[src/rtl/uart_tx_buffered.sv]
// uart_tx_buffered: 8N1 UART transmitter fed by a byte FIFO; frames go out LSB first,
// with one idle clock between back-to-back frames.
module uart_tx_buffered #(
    parameter int CLKS_PER_BIT = 868,
    parameter int FIFO_DEPTH   = 8
) (
    input  logic                          i_clk,
    input  logic                          i_rst,
    input  logic                          i_tx_dv,
    input  logic [7:0]                    i_tx_byte,
    output logic                          o_tx_ready,
    output logic                          o_overflow,
    output logic [$clog2(FIFO_DEPTH):0]   o_fifo_count,
    output logic                          o_uart_txd,
    output logic                          o_tx_active,
    output logic                          o_tx_done
);
    localparam int AW = $clog2(FIFO_DEPTH);
    localparam int CW = AW + 1;
    localparam int TW = $clog2(CLKS_PER_BIT);

    typedef enum logic [1:0] {IDLE, START, DATA, STOP} state_t;

    state_t          state_q, state_d;
    logic [TW-1:0]   timer_q, timer_d;
    logic [2:0]      idx_q, idx_d;
    logic [7:0]      shift_q, shift_d;
    logic [AW-1:0]   wr_ptr_q, wr_ptr_d, rd_ptr_q, rd_ptr_d;
    logic [CW-1:0]   count_q, count_d;
    logic            overflow_q, overflow_d, done_q, done_d;
    logic [7:0]      mem_q [FIFO_DEPTH];
    logic            full, push, pop, wrap;

    assign full = count_q == CW'(FIFO_DEPTH);
    assign push = i_tx_dv && !full;
    assign pop  = state_q == IDLE && count_q != '0;
    assign wrap = timer_q == TW'(CLKS_PER_BIT - 1);

    always_ff @(posedge i_clk or posedge i_rst) begin
        if (i_rst) state_q <= IDLE;
        else       state_q <= state_d;
    end

    always_comb begin
        state_d = state_q;
        case (state_q)
            IDLE:    state_d = pop ? START : IDLE;
            START:   state_d = wrap ? DATA : START;
            DATA:    state_d = (wrap && idx_q == 3'd7) ? STOP : DATA;
            default: state_d = wrap ? IDLE : STOP;
        endcase
    end

    always_comb begin
        o_uart_txd  = state_q == START ? 1'b0 : state_q == DATA ? shift_q[idx_q] : 1'b1;
        o_tx_active = state_q != IDLE;
    end

    // Writes are judged against the pre-edge count, so a full FIFO drops even during a pop.
    always_comb begin
        timer_d    = (state_q == IDLE || wrap) ? '0 : timer_q + 1'b1;
        idx_d      = state_q != DATA ? 3'd0 : idx_q + 3'(wrap);
        shift_d    = pop ? mem_q[rd_ptr_q] : shift_q;
        rd_ptr_d   = rd_ptr_q + AW'(pop);
        wr_ptr_d   = wr_ptr_q + AW'(push);
        count_d    = count_q + CW'(push) - CW'(pop);
        overflow_d = i_tx_dv && full;
        done_d     = state_q == STOP && wrap;
    end

    always_ff @(posedge i_clk or posedge i_rst) begin
        if (i_rst) begin
            timer_q    <= '0;
            idx_q      <= '0;
            shift_q    <= '0;
            rd_ptr_q   <= '0;
            wr_ptr_q   <= '0;
            count_q    <= '0;
            overflow_q <= 1'b0;
            done_q     <= 1'b0;
        end else begin
            timer_q    <= timer_d;
            idx_q      <= idx_d;
            shift_q    <= shift_d;
            rd_ptr_q   <= rd_ptr_d;
            wr_ptr_q   <= wr_ptr_d;
            count_q    <= count_d;
            overflow_q <= overflow_d;
            done_q     <= done_d;
        end
    end

    always_ff @(posedge i_clk) begin
        if (push) mem_q[wr_ptr_q] <= i_tx_byte;
    end

    assign o_tx_ready   = !full;
    assign o_overflow   = overflow_q;
    assign o_fifo_count = count_q;
    assign o_tx_done    = done_q;
endmodule

[config.mk]
export PLATFORM = sky130hd
export DESIGN_NAME = uart_tx_buffered
export DESIGN_NICKNAME = d
export VERILOG_FILES = /design/src/rtl/uart_tx_buffered.sv
export SDC_FILE = /design/constraint.sdc
export NUM_CORES = 1
export LEC_CHECK = 0
export CORE_MARGIN = 4
export CORE_UTILIZATION = 45
export CTS_BUF_LIST = sky130_fd_sc_hd__clkbuf_16
export CTS_CLUSTER_DIAMETER = 30
export DETAILED_ROUTE_END_ITERATION = 6
export GPL_ROUTABILITY_DRIVEN = 0
export PLACE_DENSITY = 0.65
export SETUP_SLACK_MARGIN = 0.5
export SLEW_MARGIN = 5
export SYNTH_ARGS = -nofsm -noshare
export SYNTH_HDL_FRONTEND = slang
export SYNTH_SLANG_ARGS = --single-unit
export TNS_END_PERCENT = 50
[constraint.sdc]
create_clock -name i_clk -period 3.4 [get_ports i_clk]
set_input_delay 0.68 -clock i_clk [delete_from_list [all_inputs] [get_ports i_clk]]
set_output_delay 0.68 -clock i_clk [all_outputs]
set_load 0.01 [all_outputs]
==> After elaboration in Yosys (flattened, before gate mapping) <==
Memory sizes are Yosys's and may differ from the RTL's. A register that Yosys moved wholly into a read port is not among the register bits.
Index checks and enable logic that the tools add are counted.
{ "word_totals": {"regBits": 27, "mem_count": 1, "latchBits": 0, "mem_bits_ro": 0, "ram_bits": 64, "output_inout_bits": 9} }
{ "classes": {"div_mod_pow": 0, "shift": 0, "reduce_logical": 10, "n_bitwise": 0, "n_lt_le_gt_ge": 1, "n_addsub": 6, "n_eq_ne": 7, "n_mul": 0, "mux": 13} }
{ "mem_list": {"columns": ["memory", "words", "width", "rd", "rd_ports_with_merged_regs", "wr", "line", "text"], "rows": [
  ["mem_q", 8, 8, 1, 1, 1, "31", "logic [7:0] mem_q [FIFO_DEPTH];"]
]} }
{ "ops": {"columns": ["op", "n"], "rows": [
  ["$add 10x1->10 const B", 1],
  ["$eq 10x10->1 const B", 1],
  ["$mux 10", 1],
  ["$add 3x1->3", 3],
  ["$mux 1", 7],
  ["$pmux 2 s3", 1],
  ["$logic_and 1x1->1", 5],
  ["$add 4x1->4", 1],
  ["$eq 2x2->1 const B", 2],
  ["$eq 4x4->1 const B", 1],
  ["$lt 3x4->1 const B", 1],
  ["$mux 2", 2],
  ["$reduce_bool 4->1", 1],
  ["$sub 4x1->4", 1],
  ["$bmux 1 s3", 1],
  ["$eq 3x3->1 const B", 1],
  ["$mux 3", 1],
  ["$eq 2x1->1 const B", 1],
  ["$logic_not 2->1", 1],
  ["$ne 2x2->1 const B", 1],
  ["$reduce_bool 2->1", 1],
  ["$logic_not 1->1", 1],
  ["$logic_or 1x1->1", 1]
]} }

==> Depth between registers and ports, before layout <==
{ "depth": {"word_depth": 5, "ltp_mapped": 9, "ltp_nobuf": 9} }

==> Worst setup path before layout <==
OpenSTA, ideal clock, no wires.
{ "synth_path": {"kind": "reg2reg", "start": "reg count_q[2] (netlist: o_fifo_count[2])", "end": "reg count_q[2] (netlist: o_fifo_count[2])", "slack_ns": 1.189, "arrival_time_ns": 2.088, "path_buffers": 0, "t_required_ns": 3.277, "stages_incl_launch_ff": 10, "synth_period_minus_slack_ns": 2.211, "path_cell_list": "dfrtp_1 inv_1 ha_1 or3b_2 nand2_1 xnor2_1 ha_1 inv_1 fa_1 xnor2_1"} }
{ "synth_between": {"elab_chain_len": 5, "word_cells_on_any_way": 7} }
{ "synth_lines": {"columns": ["item", "line", "text"], "rows": [
  ["from (decl)", "29", "logic [CW-1:0] count_q, count_d;"],
  ["from (signal assigned)", "87", "count_q <= count_d;"],
  ["$eq 4x4->1", "34", "assign full = count_q == CW'(FIFO_DEPTH);"],
  ["$logic_not 1->1", null, null],
  ["net o_tx_ready", "11", "output logic o_tx_ready,"],
  ["$logic_and 1x1->1", "35", "assign push = i_tx_dv && !full;"],
  ["$add 4x1->4", "66", "count_d = count_q + CW'(push) - CW'(pop);"],
  ["$sub 4x1->4", "66", null],
  ["net count_d[2]", "29", null]
]} }
The timed path passes the listed nets, and every way through them passes these cells.

==> Worst setup path in the final report <==
{ "layout_path": {"start": "reg idx_q[0]", "end": "out o_uart_txd"} }
{ "layout_between": {"elab_chain_len": 4} }
{ "layout_lines": {"columns": ["item", "line", "text"], "rows": [
  ["from (decl)", "26", "logic [2:0] idx_q, idx_d;"],
  ["from (signal assigned)", "83", "idx_q <= idx_d;"],
  ["$bmux 1 s3", "55", "o_uart_txd = state_q == START ? 1'b0 : state_q == DATA ? shift_q[idx_q] : 1'b1;"],
  ["$mux 1 (not written as such)", "55", null],
  ["$mux 1 (2 in series)", "55", null],
  ["to (decl)", "14", "output logic o_uart_txd,"]
]} }
No other way between the ends. The select of a mux whose other input is x is not followed.

==> metrics.log <==
[metrics] run status: finished, final reports clean
[metrics] slew at the pin with the worst max-slew slack: 924 ps
[metrics] IO Count: 20
[metrics] cell at the root of the clock tree: clkbuf_16
[metrics] router iterations before antenna repair: 4
[metrics] Final Hold Fails: 0
[metrics] detailed-route via count: about 2300
[metrics] wire length reported by the detailed router: 7.47 mm
[metrics] TritonCTS buffer count: 9
[metrics] total of endpoints with negative setup slack in the final report: 0
[metrics] maximum clock frequency: 377 MHz
[metrics] count of distinct cell types in the synthesized netlist: 44
[metrics] Chip Height: between 100 and 150 um
[metrics] Final Cycle Share: between 70 and 80%
[metrics] worst hold path class: flip-flop to flip-flop
[metrics] final slew viol count: 0
[metrics] remaining global-route overflow: 0
[metrics] multi-input logic area: about 1300 sq um
[metrics] Vias per Instance: 5.30
[metrics] Critical Path Sink: o_uart_txd
[metrics] average cell area after synthesis: 14.2 sq um
[metrics] number of input and output port buffers inserted: 19
[metrics] RSZ-0062 raised after global routing: no
[metrics] normalized max-slew margin: 38.4%
[metrics] capture point of the worst reg-to-reg path: o_fifo_count[2]
[metrics] data arrival at the endpoint of the critical path: 1980 ps
[metrics] minimum clock period: 2660 ps
[metrics] H-tree level count: 3
[metrics] HPWL after detailed placement: 5.22 mm
[metrics] overall power after layout: 2970 uW
[metrics] layout net count: 346
[metrics] area taken by flip-flops and latches: between 2000 and 3000 sq um
[metrics] DRC marker count from the first detailed-route iteration: 138
[metrics] clock transition at the registers of the reported paths: about 70 ps
[metrics] instance count of the mapped netlist: 296
[metrics] TNS Setup: 0 ps
[metrics] reg2reg path depth: 9
[metrics] final core area utilization: a little over half
[metrics] antenna diode count: 0
[metrics] startpoint of the worst-slack reg-to-reg timing path: o_fifo_count[2]
[metrics] remaining number of nets flagged by the antenna check after routing: 0
[metrics] number of remaining DRC errors: 0
[metrics] CORE AREA: 9150 sq um
[metrics] overall die area: 11000 sq um
[metrics] total standard cell area after synthesis: 4210 sq um
[metrics] Worst setup startpoint: idx_q[0]
[metrics] instance count along the most critical hold path: 1
[metrics] All-Layer GR Usage: 14.5%
[metrics] number of flip-flops and latches in the synthesized netlist: 99
[metrics] number of placed cells counting well taps: 423
[metrics] largest net degree at the start of global routing: 28
[metrics] detailed-route wire length per cell: 17.0 um
[metrics] Initial Util: 46.0%
[metrics] maximum clock insertion buffer count: 2
[metrics] Worst VDD drop: 0.298 mV
[metrics] Std-Cell Rows: 35
[metrics] Resized Gates After CTS: 0
[metrics] via count of the first global-routing pass: between 2000 and 2500
[metrics] number of synthesis warnings: 0
[metrics] setup slack, reg-to-reg: around 1200 ps
[metrics] number of maximum-capacitance constraint violations: 0
[metrics] required time reported for the critical path endpoint: 2720 ps
[metrics] power density over cell area: slightly above 600 nW/um^2
[metrics] leakage: 0.00207 uW
[metrics] number of buffers added for setup after CTS: 0
[metrics] startpoint kind of the worst setup timing path: flip-flop
[metrics] final standard cell count with taps included and fillers excluded: 439
[metrics] sequential fraction of the synthesis area: 66.5%
[metrics] hold-fix buffers at CTS: 0
[metrics] largest fanout on the critical path: 6
[metrics] clock latency reported for the late side of the worst-skew pair: 340 ps
[metrics] fill cell total of the finished layout: 769
[metrics] worst setup path category: flip-flop to output port
[metrics] number of antenna violations at the first check in global routing: 0
[metrics] fraction of layout instances using a drive strength above 1: approximately a tenth
[metrics] growth of design area from synthesis to finish: 15.0%
[metrics] Die X-Extent: 105 um
[metrics] Syn Nets: 319
[metrics] wire length of the first global-routing pass: 12.0 mm
[metrics] CTS tree: built
[metrics] clock skew after layout: between 6 and 7 ps
[metrics] critical path endpoint category: output port
[metrics] CTS sink cnt: 99
layout by cell type (no fill, tap or decap), types with 3 or more instances in the layout:
master	count
clkbuf_16	9
ha_1	11
buf_4	6
clkdlybuf4s50_1	19
nor2b_1	4
inv_1	19
a21oi_1	4
nand2_1	10
mux2i_1	33
edfxtp_1	64
xnor2_1	4
a22oi_1	17
inv_6	3
and2_1	5
nand3_1	12
nand2b_1	3
nor3_1	3
o21ai_0	11
dfrtp_1	35
nor2_1	16
xor2_1	8
and3_1	3
a31oi_1	4
sequential cells by signal, summed over array words and instances, names as in the netlist:
register / count
mem_q: 64
timer_q: 10
shift_q: 8
o_fifo_count: 4
idx_q: 3
rd_ptr_q: 3
wr_ptr_q: 3
state_q: 2
o_overflow: 1
o_tx_done: 1
routing by layer:
layer | up-vias | wire length (um) | share of wire, % | GRT usage, %
met3 | 15 | 271 | 3.6 | 3.34
met5 | - | 0 | 0 | 0
met2 | 47 | 3650 | 49 | 23.2
met4 | 0 | 140 | 1.9 | 4.78
met1 | 1131 | 3410 | 46 | 19.7
li1 | 1135 | - | - | -
through the flow:
stage | cell area [sq um] | hold WS, ps | worst slack [ps]
2_1_floorplan | 4210 | 447 | 1190
3_3_place_gp | 4530 | 466 | 994
3_5_place_dp | 4530 | 468 | 950
4_1_cts | 4840 | 478 | 722
5_1_grt | 4840 | 523 | 669
6_report | 4840 | 481 | 745
final cells by class:
class,count,area share (%)
repair buffers,25,4.86
well taps,111,2.87
multi-input cells,169,26.5
flip-flops and latches,99,57.8
clock inverters,7,1.76
clock buffers,9,4.66
inverters,19,1.47
worst max-delay path: stages, from the launching register on:
cell             delay [ps]
dfrtp_1                 470
mux4_2                  520
nand2b_1                 80
a31oi_1                  80
clkdlybuf4s50_1         490
worst min path at each step:
stage	start	to	slack (ps)
after floorplan	timer_q[0]	timer_q[0]	450
after global placement	timer_q[0]	timer_q[0]	470
after detailed placement	timer_q[0]	timer_q[0]	470
after CTS	timer_q[0]	timer_q[0]	480
after global routing	timer_q[0]	timer_q[0]	520
final	timer_q[0]	timer_q[0]	480
kinds of logic after synthesis:
| group | Yosys count | share of synthesized area [%] |
|---|---|---|
| DFF | 99 | 66.5 |
| xor gates and xnor gates | 13 | 2.89 |
| adders and majority gates | 12 | 3.75 |
| and+or+nand+nor | 71 | 9.49 |
| AOI/OAI and AO/OA | 39 | 6.01 |
| muxes | 34 | 8.39 |
| buffers and inverters | 28 | 2.97 |
synth_stat cells (all sizes together):
library cell	number	area share [%]
inv	19	1.7
nand2	11	1.0
a22oi	17	3.0
a21o	1	0.18
mux4	1	0.54
nor3b	1	0.18
and4	2	0.48
a21oi	5	0.68
xnor2	5	1.2
nand4	2	0.30
ha	11	3.3
mux2i	33	7.9
fa	1	0.48
nand2b	4	0.65
nor3	3	0.36
or3b	1	0.21
edfxtp	64	46
a211o	1	0.21
and3	4	0.62
nand3b	1	0.18
nand3	13	1.7
o21ai	11	1.3
a31oi	4	0.59
nor2	17	1.6
buf	7	1.0
nor2b	4	0.59
clkbuf	2	0.27
dfrtp	35	21
nor4	1	0.15
and2	5	0.74
and2b	1	0.18
xor2	8	1.7
nor4b	1	0.57
where the power goes:
group          switching, uW  total, uW  internal [uW]
Clock                    440       1020            583
Combinational            233        416            183
Sequential              76.5       1530           1460
Total                    749       2970           2220
(Power assumes the default switching activity.)
